**src/rtl/sim_dmi_responder.sv**
```systemverilog
// sim_dmi_responder: target end of a DMI link. Accepts one request at a time,
// answers it after a configurable delay, and models a minimal Debug Module
// register set plus a sticky test-finisher exit register.
module sim_dmi_responder #(
    parameter int DATA_COUNT = 4,
    parameter int LATENCY    = 0
) (
    input  logic        clk,
    input  logic        reset,
    input  logic        debug_req_valid,
    output logic        debug_req_ready,
    input  logic [6:0]  debug_req_bits_addr,
    input  logic [1:0]  debug_req_bits_op,
    input  logic [31:0] debug_req_bits_data,
    output logic        debug_resp_valid,
    input  logic        debug_resp_ready,
    output logic [1:0]  debug_resp_bits_resp,
    output logic [31:0] debug_resp_bits_data,
    output logic [31:0] exit
);

    typedef enum logic [1:0] {
        ST_IDLE,
        ST_WAIT,
        ST_RESP
    } state_e;

    localparam logic [1:0] OP_NOP   = 2'd0;
    localparam logic [1:0] OP_READ  = 2'd1;
    localparam logic [1:0] OP_WRITE = 2'd2;

    localparam logic [1:0] RESP_OK   = 2'd0;
    localparam logic [1:0] RESP_FAIL = 2'd2;

    localparam logic [6:0] ADDR_DMCONTROL = 7'h10;
    localparam logic [6:0] ADDR_DMSTATUS  = 7'h11;
    localparam logic [6:0] ADDR_HARTINFO  = 7'h12;
    localparam logic [6:0] ADDR_FINISHER  = 7'h7F;

    localparam logic [3:0] LAT = 4'(LATENCY);

    state_e      state_q, state_d;
    logic [3:0]  cnt_q, cnt_d;
    logic [31:0] data_q [DATA_COUNT];
    logic [31:0] data_d [DATA_COUNT];
    logic        haltreq_q, haltreq_d;
    logic        ndmreset_q, ndmreset_d;
    logic        dmactive_q, dmactive_d;
    logic [31:0] exit_q, exit_d;
    logic [1:0]  resp_q, resp_d;
    logic [31:0] rdata_q, rdata_d;

    logic        known;
    logic        is_write;
    logic [31:0] rd_val;

    assign debug_req_ready      = (state_q == ST_IDLE) && !reset;
    assign debug_resp_valid     = (state_q == ST_RESP) && !reset;
    assign debug_resp_bits_resp = resp_q;
    assign debug_resp_bits_data = rdata_q;
    assign exit                 = exit_q;

    // Transaction sequencing plus request decode: register reads are taken from
    // current state, writes and the response buffer update on the accept edge.
    always_comb begin
        state_d    = state_q;
        cnt_d      = cnt_q;
        data_d     = data_q;
        haltreq_d  = haltreq_q;
        ndmreset_d = ndmreset_q;
        dmactive_d = dmactive_q;
        exit_d     = exit_q;
        resp_d     = resp_q;
        rdata_d    = rdata_q;
        known      = 1'b0;
        rd_val     = '0;
        is_write   = (debug_req_bits_op == OP_WRITE);

        case (state_q)
            ST_IDLE: begin
                if (debug_req_valid) begin
                    for (int i = 0; i < DATA_COUNT; i++) begin
                        if (debug_req_bits_addr == 7'(4 + i)) begin
                            known  = 1'b1;
                            rd_val = dmactive_q ? data_q[i] : '0;
                            if (is_write && dmactive_q) begin
                                data_d[i] = debug_req_bits_data;
                            end
                        end
                    end

                    if (debug_req_bits_addr == ADDR_DMCONTROL) begin
                        known  = 1'b1;
                        rd_val = {haltreq_q, 29'b0, ndmreset_q, dmactive_q};
                        if (is_write) begin
                            haltreq_d  = debug_req_bits_data[31];
                            ndmreset_d = debug_req_bits_data[1];
                            dmactive_d = debug_req_bits_data[0];
                            if (!debug_req_bits_data[0]) begin
                                haltreq_d  = 1'b0;
                                ndmreset_d = 1'b0;
                                for (int i = 0; i < DATA_COUNT; i++) begin
                                    data_d[i] = '0;
                                end
                            end
                        end
                    end else if (debug_req_bits_addr == ADDR_DMSTATUS) begin
                        known  = 1'b1;
                        rd_val = 32'h2 | {22'b0, haltreq_q, haltreq_q, 8'b0};
                    end else if (debug_req_bits_addr == ADDR_HARTINFO) begin
                        known  = 1'b1;
                    end else if (debug_req_bits_addr == ADDR_FINISHER) begin
                        known  = 1'b1;
                        rd_val = exit_q;
                        if (is_write && (debug_req_bits_data != '0) && (exit_q == '0)) begin
                            exit_d = debug_req_bits_data;
                        end
                    end

                    if (debug_req_bits_op == OP_NOP) begin
                        resp_d  = RESP_OK;
                        rdata_d = '0;
                    end else if (!known || (debug_req_bits_op == 2'd3)) begin
                        resp_d  = RESP_FAIL;
                        rdata_d = '0;
                    end else begin
                        resp_d  = RESP_OK;
                        rdata_d = (debug_req_bits_op == OP_READ) ? rd_val : '0;
                    end

                    cnt_d   = LAT;
                    state_d = (LATENCY == 0) ? ST_RESP : ST_WAIT;
                end
            end
            ST_WAIT: begin
                cnt_d = cnt_q - 4'd1;
                if (cnt_q <= 4'd1) begin
                    state_d = ST_RESP;
                end
            end
            ST_RESP: begin
                if (debug_resp_ready) begin
                    state_d = ST_IDLE;
                end
            end
            default: begin
                state_d = ST_IDLE;
            end
        endcase
    end

    // State and register file; synchronous reset drops any in-flight transaction.
    always_ff @(posedge clk) begin
        if (reset) begin
            state_q    <= ST_IDLE;
            cnt_q      <= '0;
            for (int i = 0; i < DATA_COUNT; i++) begin
                data_q[i] <= '0;
            end
            haltreq_q  <= 1'b0;
            ndmreset_q <= 1'b0;
            dmactive_q <= 1'b0;
            exit_q     <= '0;
            resp_q     <= '0;
            rdata_q    <= '0;
        end else begin
            state_q    <= state_d;
            cnt_q      <= cnt_d;
            data_q     <= data_d;
            haltreq_q  <= haltreq_d;
            ndmreset_q <= ndmreset_d;
            dmactive_q <= dmactive_d;
            exit_q     <= exit_d;
            resp_q     <= resp_d;
            rdata_q    <= rdata_d;
        end
    end

endmodule

```
**config.mk**
```make
export PLATFORM = sky130hd
export DESIGN_NAME = sim_dmi_responder
export DESIGN_NICKNAME = d
export VERILOG_FILES = /design/src/rtl/sim_dmi_responder.sv
export SDC_FILE = /design/constraint.sdc
export NUM_CORES = 1
export LEC_CHECK = 0
export ABC_CLOCK_PERIOD_IN_PS = 3300
export BUFFER_PORTS_ARGS = -buffer_cell sky130_fd_sc_hd__clkbuf_2
export CAP_MARGIN = 0
export CORE_ASPECT_RATIO = 1.75
export CORE_UTILIZATION = 55
export CTS_CLUSTER_DIAMETER = 40
export DETAILED_ROUTE_END_ITERATION = 10
export HOLD_SLACK_MARGIN = 0.15
export PLACE_DENSITY = 0.72
export SLEW_MARGIN = 30
export SYNTH_ARGS = -nofsm -noshare
export SYNTH_HDL_FRONTEND = slang
export SYNTH_SLANG_ARGS = --single-unit
```
**constraint.sdc**
```tcl
create_clock -name clk -period 3.3 [get_ports clk]
set_input_delay 0.495 -clock clk [delete_from_list [all_inputs] [get_ports clk]]
set_output_delay 0.495 -clock clk [all_outputs]
set_load 0.005 [all_outputs]
```
After elaboration in Yosys (flattened, before gate mapping) --
Index checks and enable logic that the tools add are counted.
Word-level totals: register bits after elaboration 203, bits in latches 0, memory bits (writable) 0, memory bits (read-only) 0, output and inout port bits 68, word-level logic and storage cells 97, memories kept 0
Operators by class: add/subtract/negate cells 1, multipliers 0, divide/modulo/power cells 0, $lt $le $gt $ge 1, equal/unequal tests 16, shift-type cells 0, multiplexer cells 46, bitwise operators 3, reduce and logical (&&, ||, !) cells 18
Operators with widths (number):
- 32-bit two-way mux | 23
- 128-bit two-way mux | 3
- 32-bit logical NOT | 1
- 32-bit nonzero test | 1
- 7-bit by 3-bit equality test with 1-bit output, second input constant | 4
- 7-bit by 5-bit equality test with 1-bit output, second input constant | 3
- 1-bit two-way mux | 12
- 2-bit two-way mux | 5
- 4-bit one-hot mux with 2 select lines | 1
- 7-bit equality test, second input constant | 1
- 7-bit AND reduction | 1
- 2-bit equality test, second input constant | 3
- 2-bit != test, second input constant | 3
- 2-bit one-hot mux with 3 select lines | 1
- 1-bit logical AND | 5
- 2-bit by 1-bit equality test with 1-bit output, second input constant | 2
- 4-bit by 1-bit less-or-equal comparator with 1-bit output, second input constant | 1
- 2-bit logical NOT | 2
- 4-bit two-way mux | 1
- 2-bit AND reduction | 2
- 4-bit AND reduction | 1
- 4-bit by 1-bit subtractor with 4-bit output, second input constant | 1
- 1-bit NOT | 3
- 3-bit AND reduction | 1
- 3 further kinds | 4

Logic depth before layout (Yosys ltp) --
Gate-level depths: netlist of the first run.
depth after elaboration 15, depth in mapped cells 7, depth with buffers taken out 4

Least setup slack after synthesis of the first run --
No wires, ideal clock.
kind input-to-reg, start input port debug_req_bits_addr[3], end register data_q[52] (netlist bit), data arrival time 1.858 ns, slack 1.304 ns, stages 5, cell sequence or4b_1 or3_1 clkbuf_1 o21ai_0 a211oi_1
Between the ends: word-level cells in the longest chain between the ends 5, elaborated cells on any way between the ends 6
Ends and longest elaborated chain:
- from (decl) | RTL line 12 | input logic [6:0] debug_req_bits_addr,
- 7-bit by 3-bit equality test with 1-bit output | RTL line 83 | if (debug_req_bits_addr == 7'(4 + i)) begin
- 32-bit two-way mux | RTL line 83
- 128-bit two-way mux | RTL line 99 | if (!debug_req_bits_data[0]) begin
- 128-bit two-way mux | RTL line 95 | if (is_write) begin
- 128-bit two-way mux * | RTL line 92 | if (debug_req_bits_addr == ADDR_DMCONTROL) begin
- to (signal assigned) | RTL line 169 | data_q <= data_d;
- to (decl) | RTL line 44 | logic [31:0] data_q [DATA_COUNT];
Every way passes the cells marked *; elsewhere a longest branch is shown, timed or not. A chain may end at the register's enable or synchronous reset.

Worst setup path in the final report of the first run --
start register dmactive_q, end register data_q[0] (netlist bit)
Between the ends: word-level cells in the longest chain between the ends 6
Ends and longest elaborated chain:
- from (decl) | RTL line 48 | logic dmactive_q, dmactive_d;
- from (signal assigned) | RTL line 172 | dmactive_q <= dmactive_d;
- 1-bit logical AND * | RTL line 86 | if (is_write && dmactive_q) begin
- 32-bit two-way mux * | RTL line 86
- 32-bit two-way mux * | RTL line 83
- 128-bit two-way mux | RTL line 99
- 128-bit two-way mux | RTL line 95
- 128-bit two-way mux * | RTL line 92
Marked as above.

==> results.txt, run 1 <==
type of the worst setup path: flop to flop
post-CTS setup buffers: 0
Clock Path Buffers: 2
CTS tree: yes
PortBufs: 111
final cell count without fillers: 1290
internal power: 3.45 mW
most common cell after layout, fill and taps aside: dfxtp_1
leak pwr: 3.82 nW
Post-synth EDFFs: 0
main combinational cell family by area after synthesis: compound AO/OA/AOI/OAI gates
Mapped Nets: 1082
Finish-stage setup viols: 0
origin of the worst min-delay path: debug_resp_ready
clk_skew: 0.0132 ns
Tcrit/Tclk final: 0.702
asr flop ratio synth: 0
clock-pin slew on the worst setup and hold paths: 0.08 ns
Bufs and invs on worst path: 1
Reg-to-Reg End: data_q[0]
Final GP Congestion: 0.949
Power Density: 455 mW/mm^2
Reg2Reg Depth: 5
Synth Flop Type: dfxtp_1
I/O pin count: 113
fillcell total: 1461
status: complete, no violations
CP top delay family: simple AND/OR/NAND/NOR gates
Cells after Synth: 1037
CP max stage cell: nor4b_4
DR vias: 8764
TNS Setup: 0 ns
Worst setup EP type: flop
Nets: 1129
Synth Warn #: 0
crit-path max FO: 25
MaxCap Viol Count: 0
RSZ-0062 raised after global routing: no
critical-path cell list: or4b_1 -> nor4b_4 -> buf_12 -> o21ai_0 -> a21oi_1
area fraction in compound gates after synthesis: 0.368
Synth Area in Simple Gates: 0.0868
worst flop-to-flop path startpoint: dmactive_q
Area Growth Syn to Fin: 13.3%
first-pass GRT wire length: 48000 um
startpoint types: flop
Fmax achieved: 432 MHz
Avg Inst Size Synth: 8.81 um^2
grt ovf: 0
post-layout min period: 2.32 ns
peak supply drop: 0.286 mV
Logic pwr share: 0.065
share of the synthesized area in the top cell type: 0.432
initial antenna violation count: 1
vias in the first global route: 8312
die width: 99.4 um
cell taking the most area after synthesis: dfxtp_1
Worst Hold Class: primary input to flop
post-synthesis mux area share: 0.0341
Std-Cell Rows: 62
crit-path max cell delay: 0.70 ns
die height: 173 um
worst slew pin tran: 0.905 ns
number of iterations in the first detailed-routing pass: 5
Initial Util: 0.561
# DRC: 0
most frequent cells in the layout: 197 x dfxtp_1, 125 x o21ai_0, 110 x clkbuf_2
Psw: 1.26 mW
post-synthesis xor/xnor area fraction: 0
count of cell types in the netlist: 53
Net Sw Frac: 0.267
synthesized-area fraction occupied by adder cells: 0
CP Data Arrival Time: 2.68 ns
max-slew violations: 0
CTS Buf Count: 17
Iteration-0 DRC Markers: 695
Clock Power Share: 0.430
total global-route track usage: 0.367
Synth Register Bits: 197
DIE AREA: 0.0172 mm^2
layout cells sized above 1: 0.205
Post-DRT Antenna Nets: 0
post-cts resize count: 0
clk root buf: clkbuf_16
HPWL Detailed: 19400 um
top cells by area, synth: dfxtp_1 43%, a211oi_1 7.0%, o21ai_0 6.8%
vias per cell: 6.79
largest net degree at the start of global routing: 126
clk sink count: 197
Slew HR: 0.397
hold-fix buffers at CTS: 0
R2R Setup Slk: 0.98 ns
Post-Syn Area: 0.00914 mm^2
Wirelength per Cell: 24.2 um
Inst Count DP: 1257
Seq/Total Area, Yosys: 0.432
Hold EP: state_q[1]
hold depth: 3
final hold viol count: 0
CORE AREA: 0.0163 mm^2
H-tree depth: 4
drt total wl: 31200 um
Reg power frac: 0.505
worst skew pair latency: 0.44 ns
Req. time, crit path: 3.66 ns
## registers in the layout, indices dropped and copies added (netlist names)
signal	flops
data_q	128
debug_resp_bits_data	32
exit	32
debug_resp_bits_resp	1
dmactive_q	1
haltreq_q	1
ndmreset_q	1
state_q	1
## synth_stat cells (all sizes together) (2+ instances only)
cell     number
nand2        36
buf          16
nand3b        2
nand4         8
and3          2
mux2i         3
nor4          8
o32a         15
clkbuf      102
a211oi       85
nand4b        2
mux2         15
a21oi        72
or4b          2
o31ai        62
a221oi       35
nor2         40
nand3         2
nor4b         3
o21ai       134
nor2b        18
or3          14
mux4          5
a211o        12
dfxtp       197
inv          64
nor3          3
nand2b        5
a32oi        12
a222oi        2
o2bb2ai      32
a22oi        15
## logic make-up (layout without fill, tap and decap cells)
family                 Yosys count  count (layout)
flip-flops                     197             197
AND/OR/NAND/NOR                151             151
other                            1               2
multiplexers                    23              23
AO/OA/AOI/OAI                  482             482
buffers and inverters          183             243
## worst register-to-register path, stage by stage (launching register included)
cell	delay (ns)
dfxtp_1	0.44
or4b_1	0.58
nor4b_4	0.70
buf_12	0.26
o21ai_0	0.10
a21oi_1	0.17
## how the worst max path moves through the flow
stage / to / slack, ns / cells past startpoint / startpoint
floorplan: data_q[52] / 1.30 / 5 / debug_req_bits_addr[3]
global placement: data_q[95] / 0.67 / 6 / debug_req_bits_addr[0]
detailed placement: data_q[95] / 0.67 / 6 / debug_req_bits_addr[0]
CTS: data_q[0] / 1.04 / 5 / dmactive_q
global route: data_q[6] / 0.86 / 5 / dmactive_q
finish: data_q[0] / 0.98 / 5 / dmactive_q
## layer usage
metal,GRT usage,up-vias,wire length (um)
li1,-,4007,-
met1,0.429,4192,11300
met2,0.587,443,15000
met3,0.0484,122,1960
met4,0.310,0,2930
met5,0,-,0
## layout make-up
cell class	count	area, um^2	area share
antenna	1	2.50	0.000242
clock buffer	17	425	0.0411
clock inverter	15	136	0.0132
inverter	65	244	0.0236
multi-input combinational	657	4510	0.435
sequential	197	3940	0.381
tap	192	240	0.0232
timing repair buffer	146	850	0.0821
## metrics by stage
stage	power, mW	hold WS [ns]	worst slack (ns)	area, um^2	util
after floorplan	2.59	0.443	1.30	9140	-
after global placement	2.73	0.436	0.666	9780	0.600
after detailed placement	2.73	0.441	0.666	9780	0.600
after CTS	4.70	0.321	1.04	10300	0.635
after global routing	4.83	0.344	0.862	10300	0.635
final	4.71	0.321	0.984	10300	0.635
## power groups by stage
| stage | registers [mW] | logic (mW) | clock network [mW] |
|---|---|---|---|
| after detailed placement | 2.44 | 0.294 | 0 |
| after floorplan | 2.43 | 0.157 | 0 |
| after CTS | 2.38 | 0.295 | 2.03 |
| final | 2.38 | 0.304 | 2.02 |
| after global routing | 2.38 | 0.315 | 2.13 |
| after global placement | 2.44 | 0.294 | 0 |
Note: power is estimated with default switching activity, not from simulation.
==> run 2, diff against run 1 <==
--- a/config.mk
+++ b/config.mk
@@ -5,15 +5,15 @@
 export SDC_FILE = /design/constraint.sdc
 export NUM_CORES = 1
 export LEC_CHECK = 0
-export ABC_CLOCK_PERIOD_IN_PS = 3300
+export ABC_CLOCK_PERIOD_IN_PS = 2050
 export BUFFER_PORTS_ARGS = -buffer_cell sky130_fd_sc_hd__clkbuf_2
 export CAP_MARGIN = 0
 export CORE_ASPECT_RATIO = 1.75
-export CORE_UTILIZATION = 55
+export CORE_UTILIZATION = 53
 export CTS_CLUSTER_DIAMETER = 40
 export DETAILED_ROUTE_END_ITERATION = 10
 export HOLD_SLACK_MARGIN = 0.15
-export PLACE_DENSITY = 0.72
+export PLACE_DENSITY = 0.73
 export SLEW_MARGIN = 30
 export SYNTH_ARGS = -nofsm -noshare
 export SYNTH_HDL_FRONTEND = slang
==> constraint.sdc (replaced) <==
create_clock -name clk -period 2.05 [get_ports clk]
set_input_delay 0.3075 -clock clk [delete_from_list [all_inputs] [get_ports clk]]
set_output_delay 0.3075 -clock clk [all_outputs]
set_load 0.005 [all_outputs]
==> run 2 against run 1 <==
Against the previous run:
- final cell count is 6.9% higher
- clock power is 68% higher
- sequential share of layout area is 2.6 points lower
- critical path type unchanged
- critical endpoint is now exit[9]
==> results.txt, run 2 (same netlist as run 1, synthesis figures left out) <==
Area Growth Syn to Fin: 21.4%
CORE AREA: 0.0169 mm^2 (+3.5%)
status: complete, no violations
origin of the worst min-delay path: debug_req_bits_data[20]
die width: 101 um (+1.8%)
post-layout min period: 2.00 ns (-0.319 ns)
Nets: 1184 (+4.9%)
Req. time, crit path: 2.42 ns (-1.24 ns)
Post-DRT Antenna Nets: 0 (unchanged)
clock-pin slew on the worst setup and hold paths: 0.07 ns (about the same)
first-pass GRT wire length: 50300 um (+4.6%)
drt total wl: 33000 um (+6.0%)
Worst setup EP type: flop
R2R Setup Slk: 0.05 ns (-0.93 ns)
ant diodes: 0 (-1)
die height: 176 um (+1.8%)
Fmax achieved: 501 MHz (+16%)
vias in the first global route: 8664 (+4.2%)
PortBufs: 111 (unchanged)
clk sink count: 197 (unchanged)
peak supply drop: 0.669 mV (+130%)
most frequent cells in the layout: 197 x dfxtp_1, 125 x o21ai_0, 110 x clkbuf_2
I/O pin count: 113 (unchanged)
Total Power: 7.81 mW (+66%)
Initial Util: 0.542 (-0.0192)
worst flop-to-flop path startpoint: exit[19]
DIE AREA: 0.0178 mm^2 (+3.7%)
Hold EP: exit[20]
Std-Cell Rows: 63 (+1.6%)
MaxCap Viol Count: 0 (unchanged)
CTS Buf Count: 17 (unchanged)
worst slew pin tran: 0.791 ns (-0.114 ns)
DR vias: 9164 (+4.6%)
H-tree depth: 4 (unchanged)
final cell count without fillers: 1379 (+6.9%)
layout cells sized above 1: 0.244 (+0.0388)
Inst Count DP: 1346 (+7.1%)
final hold viol count: 0 (unchanged)
fillcell total: 1467 (+0.41%)
Power Density: 704 mW/mm^2 (+55%)
Iteration-0 DRC Markers: 924 (+33%)
TNS Setup: 0 ns (unchanged)
Largest Register: data_q
Reg2Reg Depth: 5 (unchanged)
Finish-stage setup viols: 0 (unchanged)
post-CTS setup buffers: 0 (unchanged)
grt ovf: 0 (unchanged)
initial antenna violation count: 0 (-1)
largest net degree at the start of global routing: 93 (-26%)
number of iterations in the first detailed-routing pass: 6 (+1)
hold depth: 3 (unchanged)
clk_skew: 0.0104 ns (-0.00278 ns)
Hold Worst Slack: 0.181 ns (-0.140 ns)
Largest register FFs: 128 (unchanged)
CTS tree: yes
most common cell after layout, fill and taps aside: dfxtp_1
Slew HR: 0.473 (+0.0763)
Final GP Congestion: 0.934 (-1.5%)
Reg-to-Reg End: exit[9]
total global-route track usage: 0.382 (+0.0151)
startpoint types: flop
crit-path max FO: 26 (+4.0%)
clk root buf: clkbuf_16
leak pwr: 4.21 nW (+10%)
vias per cell: 6.65 (-2.2%)
type of the worst setup path: flop to flop
Wirelength per Cell: 24.0 um (-0.82%)
CP Data Arrival Time: 2.37 ns (-0.31 ns)
Worst Hold Class: primary input to flop
# DRC: 0 (unchanged)
HPWL Detailed: 21500 um (+11%)
worst skew pair latency: 0.44 ns (about the same)
Clock Path Buffers: 2 (unchanged)
Tcrit/Tclk final: 0.974 (+0.273)
max-slew violations: 0 (unchanged)
run 2: cell count changes in the layout (fill, tap and decap cells not counted), moves of 2 or more:
cell / before / now
inv_8: 4 / 0
bufinv_16: 0 / 2
buf_12: 2 / 22
buf_4: 33 / 68
run 2: layout make-up:
cell class	instances	area (um^2)	share of cell area
Multi-Input combinational cell	657	4520	0.408
Sequential cell	197	3940	0.356
Timing Repair Buffer	201	1510	0.136
Clock buffer	19	443	0.0399
Tap cell	227	284	0.0256
Inverter	65	244	0.0220
Clock inverter	13	144	0.0130
run 2: where the power goes:
part,leakage [nW],switching (mW),internal [mW]
clock network,0.289,1.56,1.85
registers,1.59,0.00228,3.83
logic,2.34,0.415,0.167
run 2: worst max-delay path, stage by stage (launching register included):
cell and delay [ns]:
dfxtp_1 0.36, nor4b_1 0.37, nand4_1 0.25, or4b_4 0.59, buf_12 0.19, o2bb2ai_1 0.16
run 2: per-layer routing:
metal / part of all wire / GRT usage
met5: 0 / 0
met3: 0.075 / 0.0728
met1: 0.34 / 0.422
met4: 0.11 / 0.369
met2: 0.47 / 0.601
run 2: repair_timing:
action / CTS / global route
endpoints found under the setup margin: 0 / 31
hold buffers: 1 / 0
gates resized for setup: 0 / 3
endpoints found under the hold margin: 1 / 0
run 2: worst max path at each step:
stage,startpoint,endpoint,slack [ns],cells after the start
final,exit[19],exit[9],0.05,5
after floorplan,exit[9],exit[21],0.17,6
after global routing,exit[9],exit[18],-0.04,5
after global placement,debug_req_bits_addr[3],debug_resp_bits_data[15],-0.08,7
after detailed placement,debug_req_bits_addr[3],debug_resp_bits_data[2],-0.12,7
after CTS,exit[19],exit[15],0.02,5
run 2: stage by stage:
step | setup slack (ns) | cell area [um^2] | utilization
floorplan | 0.174 | 9140 | -
global placement | -0.0779 | 10500 | 0.621
detailed placement | -0.116 | 10500 | 0.621
CTS | 0.0230 | 11100 | 0.657
global route | -0.0446 | 11100 | 0.658
finish | 0.0525 | 11100 | 0.658
